--- config.mk ---
export PLATFORM = sky130hd
export DESIGN_NAME = keypad_scanner
export DESIGN_NICKNAME = d
export VERILOG_FILES = /design/src/rtl/keypad_scanner.sv
export SDC_FILE = /design/constraint.sdc
export NUM_CORES = 1
export LEC_CHECK = 0
export ABC_AREA = 0
export ABC_CLOCK_PERIOD_IN_PS = 2600
export BUFFER_PORTS_ARGS = -buffer_cell sky130_fd_sc_hd__buf_2
export CORE_ASPECT_RATIO = 1.4
export CORE_UTILIZATION = 35
export CTS_BUF_LIST = sky130_fd_sc_hd__clkbuf_4
export CTS_CLUSTER_DIAMETER = 150
export DETAILED_ROUTE_END_ITERATION = 7
export HOLD_SLACK_MARGIN = 0.06
export SLEW_MARGIN = 20
export SYNTH_ARGS = -nofsm -noshare
export SYNTH_HDL_FRONTEND = slang
export SYNTH_SLANG_ARGS = --single-unit
--- constraint.sdc ---
create_clock -name clk -period 2.6 [get_ports clk]
set_clock_uncertainty 0.15 [all_clocks]
set_input_delay 0.39 -clock clk [delete_from_list [all_inputs] [get_ports clk]]
set_output_delay 0.39 -clock clk [all_outputs]
set_load 0.1 [all_outputs]
--- src/rtl/keypad_scanner.sv ---
// 4x4 matrix keypad scanner with column synchroniser, debounce FSM and
// a STATUS/KEYCODE register pair on the combinational bus read path.
module keypad_scanner #(
    parameter int unsigned SCAN_CYCLES = 50000,
    parameter int unsigned DEB_CYCLES  = 1000000
) (
    input  logic        clk,
    input  logic        rst,
    input  logic        kb_sel,
    input  logic        kb_we,
    input  logic [3:0]  kb_addr,
    input  logic [31:0] wdata,
    output logic [31:0] rdata,
    output logic [3:0]  row_o,
    input  logic [3:0]  col_i,
    output logic        key_irq
);

    localparam int unsigned SW = (SCAN_CYCLES > 1) ? $clog2(SCAN_CYCLES) : 1;
    localparam int unsigned DW = (DEB_CYCLES > 1) ? $clog2(DEB_CYCLES) : 1;
    localparam logic [SW-1:0] SCAN_LAST = SW'(SCAN_CYCLES - 1);
    localparam logic [DW-1:0] DEB_LAST  = DW'(DEB_CYCLES - 1);

    typedef enum logic [1:0] {
        ST_SCAN,
        ST_DEBOUNCE,
        ST_RELEASE
    } state_t;

    state_t          state_q, state_d;
    logic [1:0]      row_idx_q, row_idx_d;
    logic [3:0]      row_q, row_d;
    logic [SW-1:0]   scan_cnt_q, scan_cnt_d;
    logic [DW-1:0]   deb_cnt_q, deb_cnt_d;
    logic [3:0]      snap_q, snap_d;
    logic [3:0]      code_q, code_d;
    logic            valid_q, valid_d;
    logic            overrun_q, overrun_d;
    logic [3:0]      sync1_q, col_s_q;

    logic            pressed;
    logic            latch;
    logic            advance;
    logic [1:0]      low_col;
    logic            rd_clr;
    logic            ov_clr;
    logic            unused_wdata;

    assign unused_wdata = ^{wdata[31:2], wdata[0]};

    always_ff @(posedge clk or posedge rst) begin
        if (rst) begin
            state_q    <= ST_SCAN;
            row_idx_q  <= 2'd0;
            row_q      <= 4'b1110;
            scan_cnt_q <= '0;
            deb_cnt_q  <= '0;
            snap_q     <= '1;
            code_q     <= '0;
            valid_q    <= 1'b0;
            overrun_q  <= 1'b0;
            sync1_q    <= '1;
            col_s_q    <= '1;
        end else begin
            state_q    <= state_d;
            row_idx_q  <= row_idx_d;
            row_q      <= row_d;
            scan_cnt_q <= scan_cnt_d;
            deb_cnt_q  <= deb_cnt_d;
            snap_q     <= snap_d;
            code_q     <= code_d;
            valid_q    <= valid_d;
            overrun_q  <= overrun_d;
            sync1_q    <= col_i;
            col_s_q    <= sync1_q;
        end
    end

    always_comb begin
        state_d    = state_q;
        row_idx_d  = row_idx_q;
        row_d      = row_q;
        scan_cnt_d = scan_cnt_q;
        deb_cnt_d  = deb_cnt_q;
        snap_d     = snap_q;
        code_d     = code_q;
        valid_d    = valid_q;
        overrun_d  = overrun_q;
        latch      = 1'b0;
        advance    = 1'b0;
        pressed    = (col_s_q != 4'hF);
        rd_clr     = kb_sel & ~kb_we & (kb_addr == 4'd1);
        ov_clr     = kb_sel & kb_we & (kb_addr == 4'd0) & wdata[1];

        // Scanning from column 3 down leaves the lowest low column in low_col.
        low_col = 2'd0;
        for (int unsigned i = 0; i < 4; i++) begin
            if (!snap_q[3-i]) low_col = 2'(3 - i);
        end

        case (state_q)
            ST_SCAN: begin
                if (scan_cnt_q == SCAN_LAST) begin
                    scan_cnt_d = '0;
                    if (pressed) begin
                        snap_d    = col_s_q;
                        deb_cnt_d = '0;
                        state_d   = ST_DEBOUNCE;
                    end else begin
                        advance = 1'b1;
                    end
                end else if (scan_cnt_q != '1) begin
                    scan_cnt_d = scan_cnt_q + 1'b1;
                end
            end
            ST_DEBOUNCE: begin
                if (col_s_q != snap_q) begin
                    state_d    = ST_SCAN;
                    scan_cnt_d = '0;
                end else if (deb_cnt_q == DEB_LAST) begin
                    latch     = 1'b1;
                    deb_cnt_d = '0;
                    state_d   = ST_RELEASE;
                end else if (deb_cnt_q != '1) begin
                    deb_cnt_d = deb_cnt_q + 1'b1;
                end
            end
            ST_RELEASE: begin
                if (pressed) begin
                    deb_cnt_d = '0;
                end else if (deb_cnt_q == DEB_LAST) begin
                    deb_cnt_d  = '0;
                    scan_cnt_d = '0;
                    advance    = 1'b1;
                    state_d    = ST_SCAN;
                end else if (deb_cnt_q != '1) begin
                    deb_cnt_d = deb_cnt_q + 1'b1;
                end
            end
            default: begin
                state_d = ST_SCAN;
            end
        endcase

        if (advance) begin
            row_idx_d = row_idx_q + 2'd1;
            row_d     = {row_q[2:0], row_q[3]};
        end

        if (rd_clr) valid_d = 1'b0;
        if (ov_clr) overrun_d = 1'b0;
        // A latch overrides a same-edge read clear and then does not count as overrun.
        if (latch) begin
            valid_d = 1'b1;
            code_d  = {row_idx_q, low_col};
            if (valid_q && !rd_clr) overrun_d = 1'b1;
        end
    end

    always_comb begin
        rdata = '0;
        if (kb_sel) begin
            case (kb_addr)
                4'd0:    rdata = {30'b0, overrun_q, valid_q};
                4'd1:    rdata = {27'b0, valid_q, code_q};
                default: rdata = '0;
            endcase
        end
    end

    assign row_o   = row_q;
    assign key_irq = valid_q;

endmodule

==> flow_metrics.py, run 1 <==
metrics = {
    "yosys": {
        "synth-seq-area-share_pct": 41.1,
        "netlist_instances": 392,
        "syn_area_per_cell_um2": 9.76,
        "yosys.area_share.simple_pct": 22.4,
        "postSynth.asyncResetShare_pct": 100,
        "ys_types": 68,
        "synth_edf_count": 0,
        "synthFlopType": "dfrtp_1",
        "synth_compound_area_share_pct": 19.5,
        "yosys_register_bits": 62,
        "yosysWarnings": 0,
        "synth_area_um2": 3820,
        "synthMuxAreaShare_pct": 4.35,
        "yosys.area_share.adder_pct": 1.96,
        "synth_top_family_by_area": "simple AND/OR/NAND/NOR gates",
        "synthXorXnorAreaFrac_pct": 1.37,
    },
    "worst_hold_path": {
        "hold_path_class": "input pin to flip-flop",
    },
    "clock_tree": {
        "cts_made_buffers": 9,
        "clock_latency_ps": 440,
        "clkSlewWorstSetupHoldPaths_ps": 120,
        "htree_levels": 3,
        "cts.path.max_buffers": 2,
        "cts_tree": "done",
        "post-cts-setup-buffers": 0,
        "cts-root-buf": "clkbuf_4",
        "cts.sinks": 62,
    },
    "timing": {
        "hold_viol_final": 0,
        "max_freq_ghz": 0.419,
        "fin_crit_ps": 2380,
        "timing.hold.ws_ps": 103,
        "slew_violations": 0,
        "finalCritPeriodShare_pct": 91.7,
        "fin_ws_ps": 216,
        "fin_setup_tns_ps": 0,
        "setup-violations-final": 0,
        "rsz0062_at_grt": "no",
    },
    "critical_path": {
        "endpoint_kind": "flip-flop",
        "path_cells": "ha_1 -> and3_1 -> and2_1 -> a221oi_4 -> buf_4 -> nand3_1 -> a22o_1",
        "start_kind": "flip-flop",
        "required_ps": 2780,
        "slowest_delay_ps": 430,
        "cp_num_buf_inv": 1,
        "path_max_fanout": 8,
        "arrival_ps": 2570,
        "path_class": "flip-flop to flip-flop",
        "slowest_stage": "dfrtp_1",
        "cpLargestDelayFamily": "compound AO/OA/AOI/OAI gates",
    },
    "run_status": {
        "outcome": "complete, no violations",
    },
    "route": {
        "firstDrtPassIters": 4,
        "drc": 0,
        "vias": 3184,
        "avgViaCountPerCell": 5.50,
        "wl_per_cell_um": 15.0,
        "postRouteAntennaNets": 0,
        "drt_iter0_markers": 155,
        "wl_mm": 8.69,
    },
    "floorplanning": {
        "die_y_um": 126,
        "core-area_um2": 10500,
        "io_pins": 81,
        "rows": 44,
        "die_area_um2": 11400,
        "die_w_um": 90.4,
        "initial_core_util_pct": 36.4,
    },
    "global_routing": {
        "grt-busiest-layer": "met2",
        "grt_pass1_wl_mm": 14.8,
        "grt_max_degree": 63,
        "track_usage_pct": 16.3,
        "grt_use_met3_pct": 2.90,
        "grt_overflow_total": 0,
        "grt_use_met2_pct": 28.6,
        "grt_pass1_vias": 3168,
        "antenna_found_initial": 0,
        "grtUsageMet1_pct": 18.9,
    },
    "place": {
        "gp_congestion": 0.860,
        "pre_cts_ws_ps": 156,
        "dp_hpwl_mm": 6.19,
        "port_buffers": 22,
    },
    "job": {
        "max_cap_violations": 0,
    },
    "pwr": {
        "total_power_mw": 1.85,
        "power.leakage_nw": 1.95,
        "p_seq_share_pct": 53.4,
        "vdd_ir_drop_max_v": 0.000132,
        "p_sw_share_pct": 34.9,
        "p_switching_mw": 0.646,
        "power_frac_comb_pct": 13.9,
        "p_int_mw": 1.20,
        "power-per-cell-area_nw_per_um2": 429,
        "p_clk_share_pct": 32.7,
    },
    "finish": {
        "fin_util_pct": 41.0,
        "areaGrowthSynthToFinish_pct": 12.7,
        "drive_above_1_share_pct": 24.3,
        "nNetsFinal": 486,
        "diodes": 0,
        "fillers": 1048,
    },
}
## synthesized netlist by cell type (all sizes together), types with 6 or more instances
master	instances	share of area, %
a21oi	13	1.7
a22o	13	3.0
a31oi	7	1.1
and3	16	2.6
and4	9	2.1
buf	37	7.1
clkbuf	8	0.85
dfrtp	47	31
dfstp	15	10
ha	6	2.0
inv	13	1.3
mux2	9	3.0
nand2	29	2.9
nand3	24	3.3
nand4	16	3.0
nor2	22	2.2
nor3	10	1.4
o211ai	7	1.4
o21ai	16	2.1
## worst register-to-register path, cell delays in order, from the launching register on
cell and delay, ps:
dfrtp_1 430, ha_1 250, and3_1 270, and2_1 220, a221oi_4 380, buf_4 240
nand3_1 90, a22o_1 240
## final cells by class
| type | count | area [um2] | area share [%] |
|---|---|---|---|
| multi-input combinational | 298 | 2000 | 46.4 |
| tap | 138 | 173 | 4.01 |
| clock buffer | 9 | 67.6 | 1.57 |
| timing repair buffer | 52 | 403 | 9.35 |
| sequential | 62 | 1570 | 36.4 |
| clock inverter | 7 | 46.3 | 1.07 |
| inverter | 13 | 48.8 | 1.13 |
## worst paths after layout
check / from / to / slack (ps) / cells past startpoint
setup reg to reg: scan_cnt_q[0] / scan_cnt_q[11] / 220 / 7
max in group asynchronous: rst / row_o[3] / 1580 / 4
hold reg to reg: sync1_q[0] / col_s_q[0] / 210 / 0
setup / recovery: scan_cnt_q[0] / scan_cnt_q[11] / 220 / 7
min in group asynchronous: rst / deb_cnt_q[12] / 400 / 4
hold / removal: kb_we / key_irq / 100 / 3
## timing repair
item / CTS / global route
setup endpoints to repair: 0 / 2
hold buffers: 5 / 0
gates resized for setup: 0 / 1
endpoints found under the hold margin: 51 / 0
## state kept, by name (all words and copies together), names as in the netlist
| register | cells |
|---|---|
| code_q | 4 |
| col_s_q | 4 |
| deb_cnt_q | 20 |
| key_irq | 1 |
| overrun_q | 1 |
| row_idx_q | 2 |
| row_o | 4 |
| scan_cnt_q | 16 |
| snap_q | 4 |
| state_q | 2 |
| sync1_q | 4 |
## power groups by stage
stage	registers [mW]	clock network [mW]	logic, mW
global route	0.990	0.658	0.268
finish	0.987	0.605	0.258
CTS	0.987	0.616	0.259
floorplan	1.03	0	0.231
detailed placement	1.00	0	0.253
global placement	1.00	0	0.251
## logic make-up (layout without fill, tap and decap cells)
family	after synthesis	after routing
adders and majority gates	6	6
DFF	62	62
other	1	27
AOI/OAI and AO/OA	98	98
xor gates and xnor gates	6	6
muxes	14	14
and+or+nand+nor	147	147
buffers and inverters	58	81
## stage by stage
step,cell area (um2),cells
floorplan,3920,418
global placement,4140,558
detailed placement,4140,558
CTS,4310,579
global route,4310,579
finish,4310,579
## cell usage in the layout, fill, tap and decap left out, drive strengths merged, types with 15 or more instances in the layout
cell   netlist  layout
dfrtp       47      47
buf         37      47
and3        16      16
o21ai       16      16
nand3       24      24
nand4       16      16
inv         13      17
nor2        22      22
conb         1      27
dfstp       15      15
nand2       29      29
## routing by layer
layer  vias up  routed length (um)
met2        71                4480
met5         -                   0
li1       1523                   -
met1      1576                3730
met4         0                 201
met3        14                 283
No activity file was read; power rests on OpenSTA's default activity.
==> run 2: changes to the inputs <==
--- a/config.mk
+++ b/config.mk
@@ -14,6 +14,7 @@
 export CTS_CLUSTER_DIAMETER = 150
 export DETAILED_ROUTE_END_ITERATION = 7
 export HOLD_SLACK_MARGIN = 0.06
+export SETUP_SLACK_MARGIN = 0.3
 export SLEW_MARGIN = 20
 export SYNTH_ARGS = -nofsm -noshare
 export SYNTH_HDL_FRONTEND = slang
==> flow_metrics.py, run 2 (synthesized netlist as in run 1, its figures left out) <==
metrics = {
    "job": {
        "max_cap_violations": 0,
    },
    "finish": {
        "largest_reg_flops": 20,
        "areaGrowthSynthToFinish_pct": 16.3,
        "drive_above_1_share_pct": 29.4,
        "multi_input_area_um2": 2060,
        "layout_common_cells": "46 x dfrtp_1, 31 x buf_4, 28 x nand2_1",
        "fillers": 1023,
        "seqCellArea_um2": 1570,
        "nNetsFinal": 494,
        "layout_commonest_cell": "dfrtp_1",
        "top_regs": "deb_cnt_q (20), scan_cnt_q (16)",
        "largest-register": "deb_cnt_q",
    },
    "floorplanning": {
        "die_y_um": 126,
        "die_w_um": 90.4,
        "core-area_um2": 10500,
        "io_pins": 81,
        "rows": 44,
        "initial_core_util_pct": 36.4,
        "die_area_um2": 11400,
    },
    "critical_path": {
        "required_ps": 2750,
        "endpoint_kind": "flip-flop",
        "arrival_ps": 2400,
        "cpLargestDelayFamily": "simple AND/OR/NAND/NOR gates",
        "slowest_delay_ps": 580,
        "cp_num_buf_inv": 0,
        "rr_startpoint": "snap_q[2]",
        "path_class": "flip-flop to flip-flop",
        "path_cells": "xnor2_1 -> and4_2 -> nand2_1 -> or4_4 -> mux2_4",
        "startpoint": "snap_q[2]",
        "slowest_stage": "dfstp_2",
        "path_max_fanout": 6,
        "start_kind": "flip-flop",
    },
    "route": {
        "vias": 3251,
        "wl_per_cell_um": 15.6,
        "drt_iter0_markers": 146,
        "firstDrtPassIters": 4,
        "wl_mm": 9.17,
        "postRouteAntennaNets": 0,
        "drc": 0,
        "avgViaCountPerCell": 5.53,
    },
    "global_routing": {
        "grt_pass1_vias": 3308,
        "grt_pass1_wl_mm": 15.4,
        "track_usage_pct": 16.9,
        "antenna_found_initial": 1,
        "grt_overflow_total": 0,
        "grt_max_degree": 36,
    },
    "clock_tree": {
        "cts_tree": "done",
        "htree_levels": 3,
        "cts.sinks": 62,
        "clkSlewWorstSetupHoldPaths_ps": 100,
        "cts-root-buf": "clkbuf_4",
        "cts.path.max_buffers": 2,
        "cts_made_buffers": 9,
        "clock_latency_ps": 420,
    },
    "pwr": {
        "power-per-cell-area_nw_per_um2": 431,
        "power.leakage_nw": 1.98,
        "total_power_mw": 1.92,
        "vdd_ir_drop_max_v": 0.000174,
    },
    "timing": {
        "maxSlewHeadroom_pct": 58.1,
        "rsz0062_at_grt": "yes",
        "worstMarginPinSlew_ps": 627,
        "fin_crit_ps": 2250,
        "finalCritPeriodShare_pct": 86.5,
        "fin_setup_tns_ps": 0,
        "setup-violations-final": 0,
        "slew_violations": 0,
        "max_freq_ghz": 0.444,
        "hold_viol_final": 0,
    },
    "worst_hold_path": {
        "min-delay-start": "kb_we",
        "hold_path_class": "input pin to flip-flop",
    },
    "place": {
        "dp_hpwl_mm": 6.34,
        "gp_congestion": 0.843,
        "port_buffers": 22,
    },
    "run_status": {
        "outcome": "complete, no violations",
    },
}
## run 2: changes by cell type in the layout (fill, tap and decap cells not counted), moves of 2 or more
cell,before,now
nor2_1,21,18
and3_1,16,13
buf_4,23,31
inv_4,3,0
ha_1,6,4
and3_4,0,2
nor2_2,1,4
and4_1,8,6
ha_2,0,2
## run 2: layout make-up
class	count	share of cell area (%)
Timing Repair Buffer	60	10.2
Antenna cell	1	0.0563
Multi-Input combinational cell	298	46.3
Sequential cell	62	35.3
Inverter	13	1.10
Clock buffer	10	1.69
Clock inverter	6	1.41
Tap cell	138	3.88
## run 2: final timing paths
kind | endpoint | cells past startpoint | slack (ps)
setup / recovery | code_q[0] | 5 | 350
hold / removal | key_irq | 3 | 110
setup reg to reg | code_q[0] | 5 | 350
hold reg to reg | col_s_q[1] | 0 | 210
max in group asynchronous | sync1_q[0] | 4 | 1170
min in group asynchronous | deb_cnt_q[18] | 3 | 430
## run 2: worst reg2reg max path: stages, from the launching register on
cell and delay (ps):
dfstp_2 580, xnor2_1 150, and4_2 320, nand2_1 120, or4_4 510, mux2_4 320
## run 2: per-stage QoR
step           utilization [%]  worst slack (ps)  hold WS, ps  std cells  area [um2]
2_1_floorplan                -               116          195        418        3930
3_3_place_gp              39.2               212          196        556        4120
3_5_place_dp              39.2               180          197        556        4120
4_1_cts                   41.6               316         74.1        583        4380
5_1_grt                   42.3               283         87.2        588        4450
6_report                  42.3               350          114        588        4450
## run 2: per-layer routing
layer / vias to the layer above / part of all wire, % / track usage [%] / wire length, um
li1: 1545 / - / - / -
met1: 1606 / 41 / 18.7 / 3740
met2: 88 / 54 / 29.8 / 4920
met3: 12 / 4.0 / 3.38 / 367
met4: 0 / 1.5 / 10.1 / 138
met5: - / 0 / 0 / 0
## run 2: timing repair
| item | 4_1_cts | 5_1_grt |
|---|---|---|
| endpoints found under the hold margin | 31 | 0 |
| pin swaps | 2 | 2 |
| hold buffers | 5 | 0 |
| resized for setup | 7 | 12 |
| setup buffers | 6 | 4 |
| setup endpoints to repair | 33 | 30 |
## run 2: power breakdown
part | internal (mW) | switching, mW
Combinational | 0.0250 | 0.233
Sequential | 0.979 | 0.00836
Clock | 0.302 | 0.370
Total | 1.31 | 0.612
==> run 3: changes to the inputs <==
==> constraint.sdc (replaced) <==
create_clock -name clk -period 2.6 [get_ports clk]
set_clock_uncertainty 0.15 [all_clocks]
set_input_delay 0.26 -clock clk [delete_from_list [all_inputs] [get_ports clk]]
set_output_delay 0.26 -clock clk [all_outputs]
set_load 0.1 [all_outputs]
==> flow_metrics.py, run 3 (synthesized netlist as in run 1, its figures left out) <==
metrics = {
    "finish": {
        "fin_util_pct": 42.3,
        "layout_common_cells": "45 x dfrtp_1, 27 x nand2_1, 27 x conb_1, 27 x buf_4, 23 x nand3_1",
        "top_regs": "deb_cnt_q (20), scan_cnt_q (16)",
        "nNetsFinal": 493,
        "largest-register": "deb_cnt_q",
        "diodes": 0,
        "largest_reg_flops": 20,
        "areaGrowthSynthToFinish_pct": 16.4,
        "drive_above_1_share_pct": 29.2,
        "layout_commonest_cell": "dfrtp_1",
    },
    "critical_path": {
        "slowest_stage": "or4_1",
        "slowest_delay_ps": 540,
        "endpoint_kind": "flip-flop",
        "start_kind": "flip-flop",
        "startpoint": "deb_cnt_q[0]",
        "path_class": "flip-flop to flip-flop",
        "path_max_fanout": 6,
        "rr_startpoint": "deb_cnt_q[0]",
        "required_ps": 2800,
        "arrival_ps": 2430,
        "path_cells": "ha_1 -> and4_4 -> nand4_4 -> or4_1 -> a2bb2oi_1 -> mux2i_1",
    },
    "route": {
        "drt_iter0_markers": 161,
        "avgViaCountPerCell": 5.45,
        "postRouteAntennaNets": 0,
        "drc": 0,
        "wl_mm": 8.66,
        "firstDrtPassIters": 4,
        "wl_per_cell_um": 14.8,
        "vias": 3193,
    },
    "place": {
        "gp_congestion": 0.832,
        "dp_hpwl_mm": 6.04,
        "port_buffers": 22,
    },
    "clock_tree": {
        "htree_levels": 3,
        "cts.path.max_buffers": 2,
        "cts_made_buffers": 9,
        "cts_tree": "done",
        "cts.sinks": 62,
        "clkSlewWorstSetupHoldPaths_ps": 120,
        "cts-root-buf": "clkbuf_4",
        "clock_latency_ps": 420,
    },
    "timing": {
        "fin_crit_ps": 2220,
        "max_freq_ghz": 0.450,
        "slew_violations": 0,
        "rsz0062_at_grt": "yes",
        "finalCritPeriodShare_pct": 85.5,
        "fin_setup_tns_ps": 0,
        "hold_viol_final": 0,
        "maxSlewHeadroom_pct": 48.4,
        "setup-violations-final": 0,
        "worstMarginPinSlew_ps": 774,
    },
    "global_routing": {
        "track_usage_pct": 16.0,
        "grt_overflow_total": 0,
        "grt_pass1_vias": 3093,
        "antenna_found_initial": 0,
        "grt_pass1_wl_mm": 14.7,
        "grt_max_degree": 63,
    },
    "floorplanning": {
        "rows": 44,
        "initial_core_util_pct": 36.4,
        "die_w_um": 90.4,
        "die_area_um2": 11400,
        "io_pins": 81,
        "core-area_um2": 10500,
        "die_y_um": 126,
    },
    "run_status": {
        "outcome": "complete, no violations",
    },
    "pwr": {
        "vdd_ir_drop_max_v": 0.000282,
        "power.leakage_nw": 1.97,
        "power-per-cell-area_nw_per_um2": 435,
    },
    "job": {
        "max_cap_violations": 0,
    },
    "worst_hold_path": {
        "hold_path_class": "input pin to flip-flop",
        "min-delay-start": "kb_addr[0]",
    },
}
==> run 3: worst max-delay path: cells and delay by family, from the launching register on <==
family	cells	cell delay, ps
AOI/OAI and AO/OA	1	210
adders and majority gates	1	230
DFF	1	370
muxes	1	200
and+or+nand+nor	3	990
==> run 3: timing repair <==
| action | in CTS | in global routing |
|---|---|---|
| gates cloned | 0 | 0 |
| hold endpoints to repair | 53 | 0 |
| resized for setup | 3 | 25 |
| hold buffers | 9 | 0 |
| setup buffers | 1 | 4 |
| setup endpoints to repair | 28 | 40 |
| pin swaps | 0 | 6 |
==> run 3: path summary, 6_finish.rpt <==
check / cells after the start / end / slack, ps
min in group asynchronous: 4 / deb_cnt_q[17] / 440
max: 6 / state_q[0] / 380
min reg2reg: 0 / col_s_q[2] / 210
max reg2reg: 6 / state_q[0] / 380
min: 4 / overrun_q / 190
max in group asynchronous: 4 / scan_cnt_q[4] / 1310
==> run 3: routing by layer <==
| layer | GRT usage, % | up-vias | share of wire, % |
|---|---|---|---|
| li1 | - | 1536 | - |
| met1 | 19.2 | 1566 | 42 |
| met2 | 27.2 | 87 | 53 |
| met3 | 3.99 | 4 | 4.6 |
| met4 | 6.55 | 0 | 0.53 |
| met5 | 0 | - | 0 |
==> run 3: layout make-up <==
class,count,area (um2)
clock buffers,9,67.6
clock inverters,7,73.8
fillers,1010,6060
inverters,13,48.8
multi-input cells,298,2100
flip-flops and latches,62,1570
well taps,138,173
repair buffers,59,414
==> run 3: power by group <==
| group | switching (mW) | internal [mW] | total (mW) |
|---|---|---|---|
| clock | 0.389 | 0.294 | 0.683 |
| sequential | 0.00875 | 0.980 | 0.988 |
| combinational | 0.234 | 0.0305 | 0.264 |
| total | 0.631 | 1.30 | 1.93 |
==> run 3: metrics by stage <==
stage               hold WS, ps  cells  cell area, um2  total power, mW  setup WS [ps]
floorplan                   114    418            3930             1.26            257
global placement            196    556            4080             1.25            217
detailed placement          197    556            4080             1.25            143
CTS                         163    582            4330             1.96            307
global route                216    586            4450             2.03            280
finish                      190    586            4450             1.93            376
